$ cat src/rtl/mix_cols_iter.sv
// Iterative AES MixColumns engine: mixes COLS_PER_CYC columns per clock with valid/ready on both sides.
// Define MIX_COLS_ITER_INV_EN to build the InvMixColumns network; otherwise the block is forward-only.
module mix_cols_iter #(
    parameter int COLS_PER_CYC = 1
) (
    input  logic         clk,
    input  logic         rst_n,
    input  logic         in_valid,
    output logic         in_ready,
    input  logic [127:0] din,
    input  logic         inv,
    output logic         out_valid,
    input  logic         out_ready,
    output logic [127:0] dout
);
    localparam int NCYC = 4 / COLS_PER_CYC;
    localparam logic [1:0] LAST_GRP = 2'((NCYC - 1) * COLS_PER_CYC);
    localparam logic [1:0] COL_STEP = 2'(COLS_PER_CYC);

    generate
        if (COLS_PER_CYC != 1 && COLS_PER_CYC != 2 && COLS_PER_CYC != 4) begin : g_bad_cols
            $error("mix_cols_iter: COLS_PER_CYC must be 1, 2 or 4");
        end
    endgenerate

    typedef enum logic [1:0] {S_IDLE, S_BUSY, S_DONE} state_t;

    state_t              r_state;
    logic [1:0]          r_col_cnt;
    logic [0:3][31:0]    r_work;
    logic                r_in_ready;
    logic                r_out_valid;
    logic [1:0]          w_idx   [COLS_PER_CYC];
    logic [31:0]         w_mixed [COLS_PER_CYC];

    function automatic logic [7:0] xt(input logic [7:0] a);
        return {a[6:0], 1'b0} ^ (a[7] ? 8'h1b : 8'h00);
    endfunction

    function automatic logic [31:0] mix_fwd(input logic [31:0] c);
        logic [7:0] a [4];
        logic [7:0] o [4];
        for (int r = 0; r < 4; r++) a[r] = c[31-8*r -: 8];
        for (int r = 0; r < 4; r++)
            o[r] = xt(a[r]) ^ xt(a[(r+1)%4]) ^ a[(r+1)%4] ^ a[(r+2)%4] ^ a[(r+3)%4];
        return {o[0], o[1], o[2], o[3]};
    endfunction

`ifdef MIX_COLS_ITER_INV_EN
    logic r_inv;

    // Inverse coefficients built from the x2/x4/x8 chain of each byte.
    function automatic logic [31:0] mix_inv(input logic [31:0] c);
        logic [7:0] a [4];
        logic [7:0] m9 [4];
        logic [7:0] mb [4];
        logic [7:0] md [4];
        logic [7:0] me [4];
        logic [7:0] o [4];
        logic [7:0] x2, x4, x8;
        for (int r = 0; r < 4; r++) begin
            a[r]  = c[31-8*r -: 8];
            x2    = xt(a[r]);
            x4    = xt(x2);
            x8    = xt(x4);
            m9[r] = x8 ^ a[r];
            mb[r] = x8 ^ x2 ^ a[r];
            md[r] = x8 ^ x4 ^ a[r];
            me[r] = x8 ^ x4 ^ x2;
        end
        for (int r = 0; r < 4; r++)
            o[r] = me[r] ^ mb[(r+1)%4] ^ md[(r+2)%4] ^ m9[(r+3)%4];
        return {o[0], o[1], o[2], o[3]};
    endfunction
`else
    logic w_unused_inv;
    assign w_unused_inv = inv;
`endif

    generate
        for (genvar gi = 0; gi < COLS_PER_CYC; gi++) begin : g_col
            assign w_idx[gi] = r_col_cnt + 2'(gi);
`ifdef MIX_COLS_ITER_INV_EN
            assign w_mixed[gi] = r_inv ? mix_inv(r_work[w_idx[gi]]) : mix_fwd(r_work[w_idx[gi]]);
`else
            assign w_mixed[gi] = mix_fwd(r_work[w_idx[gi]]);
`endif
        end
    endgenerate

    always_ff @(posedge clk or negedge rst_n) begin
        if (!rst_n) begin
            r_state     <= S_IDLE;
            r_col_cnt   <= 2'd0;
            r_work      <= '0;
            r_in_ready  <= 1'b1;
            r_out_valid <= 1'b0;
`ifdef MIX_COLS_ITER_INV_EN
            r_inv       <= 1'b0;
`endif
        end else begin
            case (r_state)
                S_IDLE: begin
                    if (in_valid) begin
                        r_work     <= din;
                        r_col_cnt  <= 2'd0;
                        r_in_ready <= 1'b0;
                        r_state    <= S_BUSY;
`ifdef MIX_COLS_ITER_INV_EN
                        r_inv      <= inv;
`endif
                    end
                end
                S_BUSY: begin
                    for (int i = 0; i < COLS_PER_CYC; i++) r_work[w_idx[i]] <= w_mixed[i];
                    r_col_cnt <= r_col_cnt + COL_STEP;
                    if (r_col_cnt == LAST_GRP) begin
                        r_out_valid <= 1'b1;
                        r_state     <= S_DONE;
                    end
                end
                S_DONE: begin
                    if (out_ready) begin
                        r_out_valid <= 1'b0;
                        r_in_ready  <= 1'b1;
                        r_state     <= S_IDLE;
                    end
                end
                default: begin
                    r_state     <= S_IDLE;
                    r_in_ready  <= 1'b1;
                    r_out_valid <= 1'b0;
                end
            endcase
        end
    end

    assign in_ready  = r_in_ready;
    assign out_valid = r_out_valid;
    assign dout      = r_work;
endmodule

$ cat config.mk
export PLATFORM = sky130hd
export DESIGN_NAME = mix_cols_iter
export DESIGN_NICKNAME = d
export VERILOG_FILES = /design/src/rtl/mix_cols_iter.sv
export SDC_FILE = /design/constraint.sdc
export NUM_CORES = 1
export LEC_CHECK = 0
export ABC_AREA = 1
export CORE_MARGIN = 10
export CORE_UTILIZATION = 50
export CTS_BUF_LIST = sky130_fd_sc_hd__clkbuf_16
export CTS_CLUSTER_SIZE = 24
export DETAILED_ROUTE_END_ITERATION = 7
export GPL_TIMING_DRIVEN = 1
export PLACE_DENSITY = 0.95
export SLEW_MARGIN = 5
export SYNTH_ARGS = -nofsm -noshare
export SYNTH_HDL_FRONTEND = slang
export SYNTH_SLANG_ARGS = --single-unit
$ cat constraint.sdc
create_clock -name clk -period 2.2 [get_ports clk]
set_input_delay 0.55 -clock clk [delete_from_list [all_inputs] [get_ports clk]]
set_output_delay 0.55 -clock clk [all_outputs]
set_load 0.01 [all_outputs]
==> impl_metrics.json, run 1 <==
{
  "routedWlPerCell_um": 21.8,
  "cp-end-kind": "flip-flop",
  "clk_latency_ns": 0.44,
  "design_area_mm2": 0.0141,
  "setup_viol": 6,
  "fp.dieArea_mm2": 0.0250,
  "required_ns": 2.56,
  "max_freq_ghz": 0.449,
  "grt_pass1_vias": 12167,
  "placed_area_mm2": 0.0128,
  "die_h_um": 158,
  "numPortBuffers": 261,
  "reg2regPathDepth": 12,
  "min_period_ns": 2.23,
  "num_antenna_cells": 0,
  "r2r_slack_ns": -0.03,
  "slew_headroom_pct": 67.2,
  "cts.clk_slew.worst_paths_ns": 0.06,
  "crit_type": "flip-flop to flip-flop",
  "fin_ws_ns": -0.0255,
  "ioPinCount": 263,
  "synth_seq_cells": 134,
  "grt_pass1_wl_um": 64100,
  "hold_class": "input port to asynchronous set/reset pin",
  "fin_crit_sh_pct": 101,
  "synth.cell_area_mm2": 0.00954,
  "cp.arrival_ns": 2.58,
  "vias_per_cell": 6.24,
  "drive_above_1_share_pct": 17.6,
  "tightest_slew_ns": 0.492,
  "clock_sinks": 134,
  "clockBufferDepth": 2,
  "grt_max_degree": 71,
  "nFillCells": 1332,
  "initial_utilization_pct": 50.8,
  "rows": 50,
  "syn_to_final_growth_pct": 48.3,
  "rsz0062_at_grt": "yes",
  "yosys_warnings": 0,
  "final_core_util_pct": 75.4,
  "drv_slew": 0,
  "die_x_um": 158,
  "fin_skew_ns": 0.0109,
  "cts.htree.levels": 4,
  "track_usage_pct": 32.7,
  "final-hold-violation-count": 0,
  "yosysUniqueCellTypes": 29,
  "dr_total_vias": 12818,
  "synth_cells": 1508,
  "drt_first_iter_violations": 1802,
  "violations": "setup timing",
  "remaining_drc_errors": 0,
  "outcome": "finished with violations",
  "syn_nets": 1645,
  "core_region_area_mm2": 0.0188,
  "grt_antenna_before_repair": 0,
  "startpoint_type": "flip-flop",
  "cp_max_fo": 6,
  "cap_viol_max_count": 0,
  "gr-total-overflow": 0,
  "gp_congestion": 1.05,
  "drt_first_pass_iters": 6,
  "cts_tree": "built",
  "avgSynthCellArea_um2": 6.33,
  "wl_um": 44800,
  "yosysSeqAreaShare_pct": 35.2,
  "final_nets": 1943,
  "cts_buffers": 17,
  "place_hpwl_um": 30600,
  "final_antenna_net_count": 0,
  "root_buffer": "clkbuf_16"
}
-- critical path, cell delays in order (launching register included) --
cell and delay, ns:
dfrtp_4 0.50, buf_12 0.16, buf_12 0.14, buf_4 0.15, nand2_1 0.09, nand2_1 0.07
nand2_1 0.11, nand2_4 0.10, xor2_4 0.28, inv_2 0.13, nand3_2 0.14, nand3_1 0.11
a21oi_1 0.16
-- kinds of logic after synthesis --
group	after synthesis	share of synthesized area [%]
AO/OA/AOI/OAI	259	13.8
XOR/XNOR	5	0.852
adder cells (fa/ha/maj)	4	0.525
buffers and inverters	127	6.49
flip-flops	134	35.2
AND/OR/NAND/NOR	979	43.2
-- final timing paths --
path / startpoint / end
max in group asynchronous: rst_n / dout[42]
hold / removal: rst_n / dout[47]
min in group clk: in_ready / in_ready
hold reg to reg: in_ready / in_ready
setup / recovery: r_col_cnt[0] / dout[30]
setup reg to reg: r_col_cnt[0] / dout[30]
-- synth_stat cells --
master / number / area share (%)
a21oi_1: 250 / 13
a22oi_1: 6 / 0.47
a31o_2: 1 / 0.092
buf_1: 5 / 0.20
buf_2: 15 / 0.79
buf_4: 10 / 0.79
buf_6: 9 / 1.1
buf_8: 1 / 0.16
clkbuf_1: 37 / 1.5
dfrtp_1: 133 / 35
dfstp_2: 1 / 0.28
ha_1: 4 / 0.52
inv_1: 35 / 1.4
inv_2: 14 / 0.55
inv_8: 1 / 0.12
nand2_1: 580 / 23
nand2_2: 42 / 2.8
nand2_4: 2 / 0.24
nand3_1: 214 / 11
nand3_2: 6 / 0.63
nand3b_1: 1 / 0.079
nand4_1: 3 / 0.20
nor2_1: 129 / 5.1
nor2_2: 1 / 0.066
nor2_4: 1 / 0.12
o21ai_0: 2 / 0.10
xnor2_1: 3 / 0.28
xnor2_4: 1 / 0.29
xor2_4: 1 / 0.29
-- metal layers --
metal / global-route usage [%] / wire length [µm] / vias to the layer above
met5: 0 / 0 / -
met4: 21.0 / 3100 / 0
met3: 9.36 / 5530 / 317
met2: 53.9 / 21300 / 1110
met1: 36.4 / 14900 / 5847
li1: - / - / 5544
-- per-stage QoR --
step           hold slack (ns)  setup slack [ns]  cells  TNS [ns]
2_1_floorplan            0.254             0.298   1508         0
3_3_place_gp             0.455             0.124   1993         0
3_5_place_dp             0.467            0.0565   1993         0
4_1_cts                 0.0886            0.0152   2026         0
5_1_grt                  0.105           -0.0852   2053     -1.78
6_report                0.0741           -0.0255   2053   -0.0581
-- cell usage in the layout, fill, tap and decap left out, drive strengths merged --
cell type      count
a22oi              6
o21ai              2
dfrtp            133
clkinvlp           4
nand2            624
clkdlybuf4s50    260
buf               90
inv               55
nand3            220
clkinv             9
clkbuf            20
a31o               1
nor2             131
ha                 4
xnor2              4
a21oi            250
nand3b             1
dfstp              1
xor2               1
nand4              3
-- registers in the layout, summed over array words and instances (netlist names) --
| name | cells |
|---|---|
| r_col_cnt | 2 |
| r_state | 2 |
| in_ready | 1 |
| out_valid | 1 |
| dout | 128 |
-- timing repair --
action / 4_1_cts / 5_1_grt
pin swaps: 0 / 35
cloned: 1 / 6
setup endpoints to repair: 1 / 102
hold buffers: 0 / 0
setup buffers: 0 / 21
gates resized for setup: 0 / 146
endpoints found under the hold margin: 0 / 0
-- cell type report --
| class | instances | area [µm²] | area share (%) |
|---|---|---|---|
| inverter | 50 | 204 | 1.44 |
| clock inverter | 15 | 90.1 | 0.637 |
| timing repair inverter | 3 | 33.8 | 0.239 |
| sequential | 134 | 3360 | 23.7 |
| tap | 234 | 293 | 2.07 |
| multi-input combinational | 1247 | 6020 | 42.5 |
| clock buffer | 17 | 425 | 3.01 |
| timing repair buffer | 353 | 3730 | 26.4 |
Power of run 1 is not shown: default switching activity piles up to over one toggle a cycle in this logic, so the estimate is an artifact.
==> inputs of run 2 (changes only) <==
--- a/config.mk
+++ b/config.mk
@@ -5,14 +5,13 @@
 export SDC_FILE = /design/constraint.sdc
 export NUM_CORES = 1
 export LEC_CHECK = 0
-export ABC_AREA = 1
 export CORE_MARGIN = 10
-export CORE_UTILIZATION = 50
+export CORE_UTILIZATION = 47
 export CTS_BUF_LIST = sky130_fd_sc_hd__clkbuf_16
 export CTS_CLUSTER_SIZE = 24
 export DETAILED_ROUTE_END_ITERATION = 7
-export GPL_TIMING_DRIVEN = 1
-export PLACE_DENSITY = 0.95
+export GPL_TIMING_DRIVEN = 0
+export PLACE_DENSITY = 0.93
 export SLEW_MARGIN = 5
 export SYNTH_ARGS = -nofsm -noshare
 export SYNTH_HDL_FRONTEND = slang
==> run 2 against run 1 <==
Compared with the run above: the flow still finishes with violations (setup timing); final cell count shrank 37%; first-iteration DRC count decreased by 19%; non-clock buffer count is 26 higher; fmax shrank 17%; synthesized cell count down 51%; via count shrank 27%.
==> impl_metrics.json, run 2 <==
{
  "fp.dieArea_mm2": 0.0232,
  "design_area_mm2": 0.0129,
  "dr_total_vias": 9363,
  "initial_utilization_pct": 47.8,
  "syn_to_final_growth_pct": 56.0,
  "cp-end-kind": "flip-flop",
  "required_ns": 2.47,
  "cts_buffers": 17,
  "place_hpwl_um": 27300,
  "root_buffer": "clkbuf_16",
  "async_flop_share_pct": 100,
  "fin_skew_ns": 0.0113,
  "final_antenna_net_count": 0,
  "syn_nets": 875,
  "gr-total-overflow": 0,
  "remaining_drc_errors": 0,
  "cp_max_fo": 7,
  "synthTopCellsByArea": "dfrtp_1 40%, a21oi_1 8.2%, xnor3_1 8.2%, nor4b_1 6.4%, mux4_2 6.0%",
  "fin_crit_sh_pct": 121,
  "holdWs_ns": 0.112,
  "ioPinCount": 263,
  "cts.htree.levels": 4,
  "yosys.area_share.simple_pct": 10.3,
  "startpoint_type": "flip-flop",
  "largest_register_ffs": 128,
  "seqCellArea_mm2": 0.00335,
  "grt_pass1_wl_um": 60900,
  "worst_path_max_delay_cell": "mux4_2",
  "avgSynthCellArea_um2": 11.2,
  "cts_tree": "built",
  "wl_um": 43900,
  "cts.clk_slew.worst_paths_ns": 0.06,
  "synth.area.mux_share_pct": 9.20,
  "synth-xor-area-share_pct": 15.8,
  "drt_first_iter_violations": 1467,
  "max_freq_ghz": 0.374,
  "outcome": "finished with violations",
  "yosysUniqueCellTypes": 35,
  "synth_top_area_share_pct": 40.4,
  "num_antenna_cells": 0,
  "synth_cells": 738,
  "grt_antenna_before_repair": 0,
  "synth_seq_cells": 134,
  "grt_pass1_vias": 9398,
  "final-hold-violation-count": 0,
  "path_cells": "buf_12 > buf_12 > buf_12 > mux4_2 > buf_4 > xnor2_2 > xnor2_4 > o22ai_1",
  "hold_buffers": 0,
  "synth-compound-area-share_pct": 17.8,
  "path_common_cell": "buf_12",
  "setup_viol": 128,
  "clk_latency_ns": 0.44,
  "cp.arrival_ns": 2.94,
  "yosysSeqAreaShare_pct": 40.7,
  "synth_top_family_by_area": "compound AO/OA/AOI/OAI gates",
  "dp_slack_ns": -0.717,
  "yosysTopAreaCell": "dfrtp_1",
  "die_x_um": 152,
  "slowest_delay_ns": 0.62,
  "final_common_cell": "clkdlybuf4s50_1",
  "synth_fa_ha_area_share_pct": 0.607,
  "synth_common_cells": "135 x a21oi_1, 133 x dfrtp_1, 70 x nor2_1, 68 x o22ai_1, 60 x nor4b_1",
  "numPortBuffers": 261,
  "synth_edf_count": 0,
  "clock_sinks": 134,
  "yosysMostFrequentCell": "a21oi_1",
  "drv_slew": 0,
  "gp_congestion": 1.01,
  "yosys_warnings": 0,
  "synth.cell_area_mm2": 0.00824,
  "track_usage_pct": 34.4,
  "nFillCells": 1068,
  "synth_flop_cell": "dfrtp_1",
  "final_cell_mix": "260 x clkdlybuf4s50_1, 135 x a21oi_1, 133 x dfrtp_1",
  "crit_type": "flip-flop to flip-flop",
  "grt_max_degree": 72,
  "drive_above_1_share_pct": 24.2,
  "violations": "setup timing",
  "final_nets": 1203,
  "slew_headroom_pct": 31.0,
  "cap_viol_max_count": 0,
  "clockBufferDepth": 2,
  "rsz0062_at_grt": "yes",
  "core_region_area_mm2": 0.0172,
  "placed_area_mm2": 0.0112,
  "die_h_um": 152,
  "routedWlPerCell_um": 33.8,
  "multi_input_area_mm2": 0.00510,
  "drt_first_pass_iters": 7,
  "rows": 48,
  "tightest_slew_ns": 1.04,
  "fin_ws_ns": -0.473,
  "final_core_util_pct": 74.6,
  "vias_per_cell": 7.20,
  "hold_class": "input port to asynchronous set/reset pin",
  "min_period_ns": 2.67
}
## run 2: cell types whose count changed after synthesis, sizes merged, moves of 61 or more
cell,change
o22ai,+68
nand3,-220
o21ai,+61
a21oi,-115
nor2,-61
nand2,-611
## run 2: final timing paths
check	from	to	slack, ns	depth (start not counted)
max in group asynchronous	rst_n	in_ready	1.23	2
worst min register to register	dout[111]	dout[111]	0.53	2
worst max-delay path	r_col_cnt[0]	dout[18]	-0.47	8
worst max register to register	r_col_cnt[0]	dout[18]	-0.47	8
worst min-delay path	rst_n	dout[10]	0.11	1
min in group clk	dout[111]	dout[111]	0.53	2
## run 2: per-layer routing
layer,vias up,wire (µm),GRT usage (%)
met5,-,26,0
met4,2,3800,22.7
met3,342,7360,14.6
met2,1180,19100,51.6
met1,4414,13700,39.6
li1,3425,-,-
## run 2: logic make-up (layout without fill, tap and decap cells)
family                     after synthesis  after routing
AOI/OAI and AO/OA                      272            272
and+or+nand+nor                        145            145
DFF                                    134            134
xor gates and xnor gates                78             78
buffers and inverters                   73            410
muxes                                   32             32
adders and majority gates                4              4
## run 2: cell type report
cell class,instances,share of cell area (%)
clock buffers,17,3.31
plain buffers,70,3.93
repair buffers,309,23.9
multi-input cells,531,39.7
flip-flops and latches,134,26.1
well taps,225,2.19
inverters,3,0.0876
clock inverters,11,0.749
## run 2: critical path: cells and delay by family, from the launching register on
family	cells	cell delay, ns
xor gates and xnor gates	2	0.69
muxes	1	0.62
DFF	1	0.39
AOI/OAI and AO/OA	1	0.16
buffers and inverters	4	0.63
## run 2: stage by stage
step | TNS (ns) | instances
final | -37.87 | 1300
after global routing | -40.81 | 1300
after CTS | -23.91 | 1284
after detailed placement | -63.32 | 1225
after global placement | -693.63 | 1224
after floorplan | -0.995 | 738
## run 2: what timing repair did
item	CTS	global route
gates resized for setup	175	89
buffers inserted	30	17
pin swaps	78	25
cloned	1	0
endpoints found under the setup margin	128	129
Power of run 2 is left out for the same reason.
==> inputs of run 3 (changes only) <==
--- a/config.mk
+++ b/config.mk
@@ -5,6 +5,7 @@
 export SDC_FILE = /design/constraint.sdc
 export NUM_CORES = 1
 export LEC_CHECK = 0
+export ABC_AREA = 0
 export CORE_MARGIN = 10
 export CORE_UTILIZATION = 47
 export CTS_BUF_LIST = sky130_fd_sc_hd__clkbuf_16
==> results of run 3 <==
No change in the layout: final DEF, timing and power equal those of run 2.
Power of run 3 is left out for the same reason.
